<file path="src/rtl/tx_bf_pkg.sv">
// Shared types and default widths for the transmit beam pulser.
// Keeps FSM encodings common to the top level and the testbench.
package tx_bf_pkg;

   localparam int TX_N_CH    = 4;
   localparam int TX_DELAY_W = 8;
   localparam int TX_HP_W    = 8;
   localparam int TX_NC_W    = 4;

   typedef enum logic [1:0] {
      ST_IDLE = 2'b00,
      ST_FIRE = 2'b01,
      ST_DONE = 2'b10
   } state_e;

endpackage

</file>
<file path="src/rtl/tx_channel_pulser.sv">
// One transducer channel: waits for the global timer to reach its delay,
// then emits NC bipolar cycles of HP clocks per half with no dead time.
import tx_bf_pkg::*;

module tx_channel_pulser #(
   parameter int DELAY_W = TX_DELAY_W,
   parameter int HP_W    = TX_HP_W,
   parameter int NC_W    = TX_NC_W
) (
   input  logic               clk_i,
   input  logic               reset_i,
   input  logic               clear_i,
   input  logic               en_i,
   input  logic [DELAY_W:0]   t_i,
   input  logic [DELAY_W-1:0] delay_i,
   input  logic [HP_W-1:0]    hp_i,
   input  logic [NC_W-1:0]    nc_i,
   output logic               tx_p_o,
   output logic               tx_n_o,
   output logic               finished_o
);

   logic            fired_q, fired_d;
   logic            p_q, p_d;
   logic            n_q, n_d;
   logic [HP_W-1:0] cnt_q, cnt_d;
   logic [NC_W-1:0] cyc_q, cyc_d;

   logic hp_end;
   logic last_cyc;
   logic last_edge;
   logic hit;

   assign hp_end    = (cnt_q == hp_i);
   assign last_cyc  = (cyc_q == nc_i - NC_W'(1));
   assign last_edge = n_q && hp_end && last_cyc;
   assign hit       = !fired_q && (t_i == {1'b0, delay_i});

   // Finished goes high combinationally on the edge the last tx_n falls,
   // so the top can leave FIRE on that same edge.
   assign finished_o = (fired_q && !p_q && !n_q) || last_edge;

   always_comb begin
      fired_d = fired_q;
      p_d     = p_q;
      n_d     = n_q;
      cnt_d   = cnt_q;
      cyc_d   = cyc_q;
      if (clear_i) begin
         fired_d = 1'b0;
         p_d     = 1'b0;
         n_d     = 1'b0;
         cnt_d   = '0;
         cyc_d   = '0;
      end else if (en_i) begin
         if (hit) begin
            fired_d = 1'b1;
            p_d     = 1'b1;
            cnt_d   = HP_W'(1);
            cyc_d   = '0;
         end else if (p_q || n_q) begin
            if (hp_end) begin
               cnt_d = HP_W'(1);
               if (p_q) begin
                  p_d = 1'b0;
                  n_d = 1'b1;
               end else if (last_cyc) begin
                  n_d = 1'b0;
               end else begin
                  n_d   = 1'b0;
                  p_d   = 1'b1;
                  cyc_d = cyc_q + NC_W'(1);
               end
            end else begin
               cnt_d = cnt_q + HP_W'(1);
            end
         end
      end
   end

   always_ff @(posedge clk_i or posedge reset_i) begin
      if (reset_i) begin
         fired_q <= 1'b0;
         p_q     <= 1'b0;
         n_q     <= 1'b0;
         cnt_q   <= '0;
         cyc_q   <= '0;
      end else begin
         fired_q <= fired_d;
         p_q     <= p_d;
         n_q     <= n_d;
         cnt_q   <= cnt_d;
         cyc_q   <= cyc_d;
      end
   end

   assign tx_p_o = p_q;
   assign tx_n_o = n_q;

endmodule

</file>
<file path="src/rtl/tx_beam_pulser.sv">
// Transmit beam pulser: FSM, saturating global timer and latched config,
// driving one tx_channel_pulser per transducer element.
import tx_bf_pkg::*;

module tx_beam_pulser #(
   parameter int N_CH    = TX_N_CH,
   parameter int DELAY_W = TX_DELAY_W,
   parameter int HP_W    = TX_HP_W,
   parameter int NC_W    = TX_NC_W
) (
   input  logic                    clk,
   input  logic                    reset,
   input  logic                    start,
   input  logic                    abort,
   input  logic [N_CH*DELAY_W-1:0] delay_flat,
   input  logic [HP_W-1:0]         half_period,
   input  logic [NC_W-1:0]         num_cycles,
   output logic [N_CH-1:0]         tx_p,
   output logic [N_CH-1:0]         tx_n,
   output logic                    busy,
   output logic                    done,
   output logic [1:0]              debug_state
);

   state_e state_q, state_d;

   logic [DELAY_W:0]          t_q, t_d;
   logic [N_CH*DELAY_W-1:0]   dly_q, dly_d;
   logic [HP_W-1:0]           hp_q, hp_d;
   logic [NC_W-1:0]           nc_q, nc_d;
   logic                      done_q, done_d;
   logic                      busy_q, busy_d;

   logic                      chan_clr;
   logic                      chan_en;
   logic [N_CH-1:0]           fin;
   logic                      all_fin;

   assign chan_en = (state_q == ST_FIRE);
   assign all_fin = &fin;

   always_comb begin
      state_d  = state_q;
      t_d      = t_q;
      dly_d    = dly_q;
      hp_d     = hp_q;
      nc_d     = nc_q;
      done_d   = 1'b0;
      chan_clr = 1'b0;
      case (state_q)
         ST_IDLE: begin
            if (start) begin
               dly_d    = delay_flat;
               hp_d     = half_period;
               nc_d     = num_cycles;
               t_d      = '0;
               chan_clr = 1'b1;
               // A zero-length train has nothing to emit; finish at once.
               if (half_period == '0 || num_cycles == '0) begin
                  state_d = ST_DONE;
                  done_d  = 1'b1;
               end else begin
                  state_d = ST_FIRE;
               end
            end
         end
         ST_FIRE: begin
            t_d = (&t_q) ? t_q : t_q + (DELAY_W+1)'(1);
            if (abort) begin
               state_d  = ST_DONE;
               done_d   = 1'b1;
               chan_clr = 1'b1;
            end else if (all_fin) begin
               state_d = ST_DONE;
               done_d  = 1'b1;
            end
         end
         ST_DONE: begin
            state_d = ST_IDLE;
         end
         default: begin
            state_d = ST_IDLE;
         end
      endcase
      busy_d = (state_d != ST_IDLE);
   end

   always_ff @(posedge clk or posedge reset) begin
      if (reset) begin
         state_q <= ST_IDLE;
         t_q     <= '0;
         dly_q   <= '0;
         hp_q    <= '0;
         nc_q    <= '0;
         done_q  <= 1'b0;
         busy_q  <= 1'b0;
      end else begin
         state_q <= state_d;
         t_q     <= t_d;
         dly_q   <= dly_d;
         hp_q    <= hp_d;
         nc_q    <= nc_d;
         done_q  <= done_d;
         busy_q  <= busy_d;
      end
   end

   for (genvar i = 0; i < N_CH; i++) begin : g_ch
      tx_channel_pulser #(
         .DELAY_W (DELAY_W),
         .HP_W    (HP_W),
         .NC_W    (NC_W)
      ) u_ch (
         .clk_i      (clk),
         .reset_i    (reset),
         .clear_i    (chan_clr),
         .en_i       (chan_en),
         .t_i        (t_q),
         .delay_i    (dly_q[i*DELAY_W +: DELAY_W]),
         .hp_i       (hp_q),
         .nc_i       (nc_q),
         .tx_p_o     (tx_p[i]),
         .tx_n_o     (tx_n[i]),
         .finished_o (fin[i])
      );
   end

   assign busy        = busy_q;
   assign done        = done_q;
   assign debug_state = state_q;

endmodule

</file>
<file path="config.mk">
export PLATFORM = sky130hd
export DESIGN_NAME = tx_beam_pulser
export DESIGN_NICKNAME = d
export VERILOG_FILES = /design/src/rtl/tx_bf_pkg.sv /design/src/rtl/tx_channel_pulser.sv /design/src/rtl/tx_beam_pulser.sv
export SDC_FILE = /design/constraint.sdc
export NUM_CORES = 1
export LEC_CHECK = 0
export BUFFER_PORTS_ARGS = -buffer_cell sky130_fd_sc_hd__buf_4
export CAP_MARGIN = 20
export CORE_UTILIZATION = 65
export DETAILED_ROUTE_END_ITERATION = 10
export PLACE_DENSITY_LB_ADDON = 0.25
export SETUP_SLACK_MARGIN = 0.1
export SYNTH_ARGS = -nofsm -noshare
export SYNTH_HDL_FRONTEND = slang
export SYNTH_SLANG_ARGS = --single-unit
</file>
<file path="constraint.sdc">
create_clock -name clk -period 7.3 [get_ports clk]
set_input_delay 1.825 -clock clk [delete_from_list [all_inputs] [get_ports clk]]
set_output_delay 1.825 -clock clk [all_outputs]
set_load 0.03 [all_outputs]
</file>
# After elaboration in Yosys (flattened, before gate mapping)

Cells that the tools add are included.

Mux-type cells: 128
Add/sub/neg operators: 10
Eq/ne operators: 27
Reductions and logical operators: 91

Operators with widths:

| operator                                     | count |
|---|---|
| 2-to-1 mux 8 bit                             | 20 |
| 2-to-1 mux 4 bit                             | 28 |
| 2-to-1 mux 1 bit                             | 70 |
| equality test 9 x 8 -> 1 bit                 | 4 |
| adder 8 x 1 -> 8 bit, second input constant  | 4 |
| equality test 8 bit                          | 4 |
| nonzero test 2 bit                           | 15 |
| inequality test 3 bit, second input constant | 8 |
| nonzero test 3 bit                           | 8 |
| logical AND 1 bit                            | 20 |
| AND reduction 4 bit                          | 5 |
| AND reduction 5 bit                          | 4 |
| 2-to-1 mux 9 bit                             | 2 |
| one-hot mux 9 bit (2 select lines)           | 1 |
| AND reduction 2 bit                          | 9 |
| adder 4 x 1 -> 4 bit, second input constant  | 4 |
| equality test 4 bit                          | 4 |
| AND reduction 3 bit                          | 5 |
| zero test 1 bit                              | 12 |
| inequality test 2 bit, second input constant | 6 |
| adder 9 x 1 -> 9 bit, second input constant  | 1 |
| logical OR 1 bit                             | 9 |
| AND reduction 9 bit                          | 1 |
| zero test 8 bit                              | 1 |
| other kinds (7)                              | 11 |

Register bits after elaboration: 117
Output and inout bits: 12
Logic and storage cells: 283
Bits of input ports: 48

# Longest topological paths before layout

Word-level depth: 9
Depth in mapped cells: 10
Gate-level depth less buffers: 9

# Cells and area by module

A second synthesis with hierarchy kept.

Cell total of the unflattened synthesis: 800
Area, all modules: 7016.7 um^2

By module, submodules not included:

| module                                | cells an instance | instances | seq. area each (um^2) | area an instance (um^2) |
|---|---|---|---|---|
| tx_channel_pulser at g_ch[1].u_ch ... | 137               | 3         | 375.4                 | 1184.9 |
| tx_beam_pulser                        | 254               | 1         | 1426.4                | 2298.5 |
| tx_channel_pulser at g_ch[0].u_ch     | 135               | 1         | 375.4                 | 1163.6 |

# Worst setup path before layout

Ideal clock, no wire load.

Path type: input -> register
Start: input start
End: register g_ch[2].u_ch.cyc_q[3]
Stages: 7
Buffers on the path: 0
Data arrival time: 3.194 ns
Data required time: 7.222 ns
Slack: 4.028 ns
Setup time: 0.078 ns
Cell sequence: nor2_1 or2_1 inv_2 nand2_1 o41a_4 or3_1 a21boi_1

Cells in the longest elaborated chain, start to end: 4
Elaborated cells between the ends (all ways): 9
Those cells by class: eq/ne (2); mux (3); reduce/logical (4)

RTL lines:

| element                                                        | RTL line                | RTL |
|---|---|---|
| start: declaration                                             | tx_beam_pulser.sv:13    | `input logic start,` |
| 2-to-1 mux 1 bit *                                             | tx_beam_pulser.sv:52    | `if (start) begin` |
| one-hot mux 1 bit (2 select lines) *                           | tx_beam_pulser.sv:50    | `case (state_q)` |
| inequality test 3 bit (no source line) (tied with other cells) | n/a                     |  |
| AND reduction 5 bit (no source line)                           | n/a                     |  |
| end signal: assignment                                         | tx_channel_pulser.sv:93 | `cyc_q <= cyc_d;` |
| end: declaration                                               | tx_channel_pulser.sv:27 | `logic [NC_W-1:0] cyc_q, cyc_d;` |

Every way passes the cells marked *; elsewhere a longest branch is shown, timed or not.
A chain may end at the register's enable or synchronous reset.

# Worst setup path after layout

Ends and elaborated chain as after synthesis.

==> run_results.csv <==
group,metric,value,unit
synthesis,synth_xor_area_share,15.12,%
worst_setup_path,crit_path_end_kind,"flip-flop",
worst_hold_path,min_path_cells,1,
route,via_count,5178,
global_routing,grt_pass1_wl,25.47,mm
sta,setup_slack,3223,ps
power_and_ir_drop,power_switching,0.001059,W
route,via_per_inst,6.186,
synthesis,ys.flop_type,"dfrtp_1",
synthesis,synth-simple-area-share,15.77,%
synthesis,ys_seq_area_share,43.41,%
sta,tns,0,ps
sta,fmax,0.2453,GHz
power_and_ir_drop,vdd_drop_max,0.0002645,V
power_and_ir_drop,pwr-share-comb,33.5,%
worst_setup_path,worstSetupStartpointType,"primary input",
sta,period_needed,4077,ps
synthesis,synth_area,0.006745,mm^2
synthesis,synth-edff-count,0,
synthesis,synth_warnings,0,
clocking,clock_sinks,117,
sta,rsz0062_at_grt,"false",
place,place_hpwl,10.26,mm
final_layout,multi_input_area,0.003480,mm^2
synthesis,yosysTopAreaCellShare,43.41,%
power_and_ir_drop,powerDensity,378.8,mW/mm^2
place,dp_slack,2582,ps
run_status,outcome,"completed",
synthesis,yosysTopAreaCell,"dfrtp_1",
clocking,h-tree-depth,4,
synthesis,synth_seq_cells,117,
clocking,clk_path_buf_depth,2,
clocking,cts_made_buffers,17,
worst_setup_path,r2r-end,"g_ch[2].u_ch.cyc_q[3]",
global_routing,grt_use_total,30.37,%
clocking,postCtsSetupBuffers,0,
sta,tightestPinTransition,919.7,ps
floorplanning,dieArea,0.01079,mm^2
sta,hold_viol,0,
sta,fin_crit_sh,55.85,%
synthesis,synth.avg_cell_area,10.36,um^2
floorplanning,initial_utilization,68.07,%
clocking,cts.hold.buffers_added,0,
route,drt-initial-drc-count,361,
sta,fin_skew,11.11,ps
final_layout,drive_gt1_share,23.01,%
place,port_buffers,59,
worst_setup_path,path_class,"primary input to flip-flop",
global_routing,antenna_found_initial,0,
final_layout,diodes,0,
power_and_ir_drop,sw_frac_of_total,35.90,%
power_and_ir_drop,power_frac_clock,29.7,%
worst_setup_path,worstPathMaxFanout,25,
power_and_ir_drop,p_seq_share,36.8,%
route,drc,0,
power_and_ir_drop,leakagePower,3.349,nW
final_layout,seq_area,0.002928,mm^2
final_layout,fin_nets,750,
worst_setup_path,reg2reg_from,"debug_state[0]",
job,maxCapViolations,0,
synthesis,synth_nets,710,
final_layout,fillers,632,
floorplanning,die_h,103.9,um
global_routing,grt_pass1_vias,5210,
route,drt_wl_total,15.16,mm
final_layout,syn2layout_area_growth,15.43,%
synthesis,yosysUniqueCellTypes,67,
synthesis,async_flop_share,100.0,%
global_routing,grt-ovfl-total,0,
synthesis,synth_top_family_by_area,"simple AND/OR/NAND/NOR gates",
floorplanning,fp.coreArea,0.009910,mm^2
sta,drv_slew,0,
clocking,clockRootBuffer,"clkbuf_8",
final_layout,utilization,78.57,%
synthesis,synthMuxAreaShare,8.496,%
clocking,ctsResizeCount,0,
floorplanning,ios,60,
synthesis,synth_area_leaders,"dfrtp_1, xnor2_1, mux2_2",
worst_setup_path,rr_worst_depth,8,
worst_hold_path,holdPathEnd,"g_ch[1].u_ch.cyc_q[3]",
worst_setup_path,r2r_slack,4090,ps
route,ant_nets,0,
global_routing,grt_start_max_net_pins,70,
place,gp_congestion,0.9145,
worst_hold_path,hp-class,"flip-flop to flip-flop",
clocking,cts_tree,"done",
worst_hold_path,holdCritStartpoint,"g_ch[1].u_ch.cyc_q[3]",
worst_setup_path,worstPathRequired,7760,ps
power_and_ir_drop,cell_internal_pwr,0.001890,W
route,wire_per_inst,18.11,um
synthesis,synth-adder-area-share,2.040,%
floorplanning,std_cell_rows,36,
synthesis,synth_compound_area_share,10.09,%
sta,setup_viol,0,
floorplanning,fp.dieW,103.9,um
sta,slew-limit-headroom,38.62,%
route,firstDrtPassIters,5,
clocking,clk_latency,540,ps
synthesis,netlist_instances,651,
clocking,clkTransAtPathRegs,60,ps
worst_setup_path,cp.arrival,4530,ps
## flip-flops by register name, indices dropped and copies added (netlist names)
name / flops
nc_q: 4
g_ch.u_ch.tx_n_o: 4
g_ch.u_ch.cnt_q: 32
dly_q: 32
g_ch.u_ch.fired_q: 4
done: 1
g_ch.u_ch.tx_p_o: 4
busy: 1
t_q: 9
debug_state: 2
hp_q: 8
g_ch.u_ch.cyc_q: 16
## metal layers
| metal | up-vias | share of wire, % | global-route usage, % |
|---|---|---|---|
| li1 | 2363 | - | - |
| met1 | 2561 | 41 | 37.61 |
| met2 | 211 | 50 | 49.86 |
| met3 | 43 | 6.1 | 7.080 |
| met4 | 0 | 2.9 | 15.51 |
| met5 | - | 0 | 0 |
## per-stage QoR
stage	instances	hold WS (ps)	cell area [um^2]	power (W)
4_1_cts	835	480.2	7760	0.002942
3_5_place_dp	803	472.8	7136	0.002048
6_report	837	483.3	7786	0.002949
2_1_floorplan	651	452.7	6745	0.001854
3_3_place_gp	803	468.3	7136	0.001998
5_1_grt	837	498.3	7786	0.003108
## logic make-up after synthesis
kind of cell	Yosys count
muxes	52
xor gates and xnor gates	110
and+or+nand+nor	196
adders and majority gates	11
AOI/OAI and AO/OA	97
DFF	117
buffers and inverters	68
## final cells by class
class,instances,share of cell area (%)
Clock buffer,23,6.122
Clock inverter,9,1.896
Sequential cell,117,37.60
Tap cell,133,2.137
Inverter,25,1.237
Timing Repair Buffer,64,6.315
Multi-Input combinational cell,466,44.69
## critical path: stages
cell	delay, ps
buf_4	100
nor2_1	30
or2_1	480
buf_8	280
inv_2	350
nand2_1	350
o41a_4	580
or3_1	370
a21boi_1	150
## synthesized netlist by cell type, types with 3 or more instances
master     count
buf_4         10
xnor3_1        3
nand4_1       22
buf_6          3
o31ai_1        6
buf_2         13
o21ai_0       31
mux2_2        42
xnor2_1       67
ha_1          11
a31oi_1        5
nor3_1         7
clkbuf_1      14
nor2_1        57
nor4_2         5
and4_1         3
mux2i_1       10
nand2_1       32
and3_1         8
or3_1         11
a21oi_1       14
dfrtp_1      117
a32o_1         3
a2111oi_2      3
a21oi_2        3
xor2_1        38
nand3b_1       5
nor4_1         3
nor3b_1        5
nand2b_1       4
o211ai_1       5
inv_1         24
nand3_1       18
## how the worst max path moves through the flow
stage	endpoint	startpoint	slack, ps	cells after the start
after global routing	g_ch[2].u_ch.cyc_q[3]	start	3050	9
after CTS	g_ch[2].u_ch.cyc_q[3]	start	3140	8
after global placement	g_ch[2].u_ch.cyc_q[3]	start	2750	8
after detailed placement	g_ch[2].u_ch.cyc_q[3]	start	2580	8
final	g_ch[2].u_ch.cyc_q[3]	start	3220	9
after floorplan	busy	reset	2370	1
## power by group through the flow
stage	Clock, W	Combinational [W]	Sequential (W)
floorplan	0	0.000885	0.000969
global placement	0	0.000919	0.00108
detailed placement	0	0.000959	0.00109
CTS	0.000882	0.000977	0.00108
global route	0.000915	0.00108	0.00111
finish	0.000875	0.000989	0.00108
## layout by cell type (no fill, tap or decap), types with 4 or more instances in the layout
master     instances
dfrtp_1          117
xnor2_1           67
buf_4             62
nor2_1            57
mux2_2            42
xor2_1            38
nand2_1           32
o21ai_0           31
inv_1             23
nand4_1           22
nand3_1           18
clkbuf_16         16
a21oi_1           14
or3_1             11
ha_1              11
mux2i_1           10
and3_1             8
nor3_1             7
o31ai_1            6
nand3b_1           5
o211ai_1           5
nor4_2             5
a31oi_1            5
clkbuf_8           5
nand2b_1           4
nor3b_1            4
clkinv_2           4
bufinv_16          4
No activity file was read; power rests on OpenSTA's default activity.
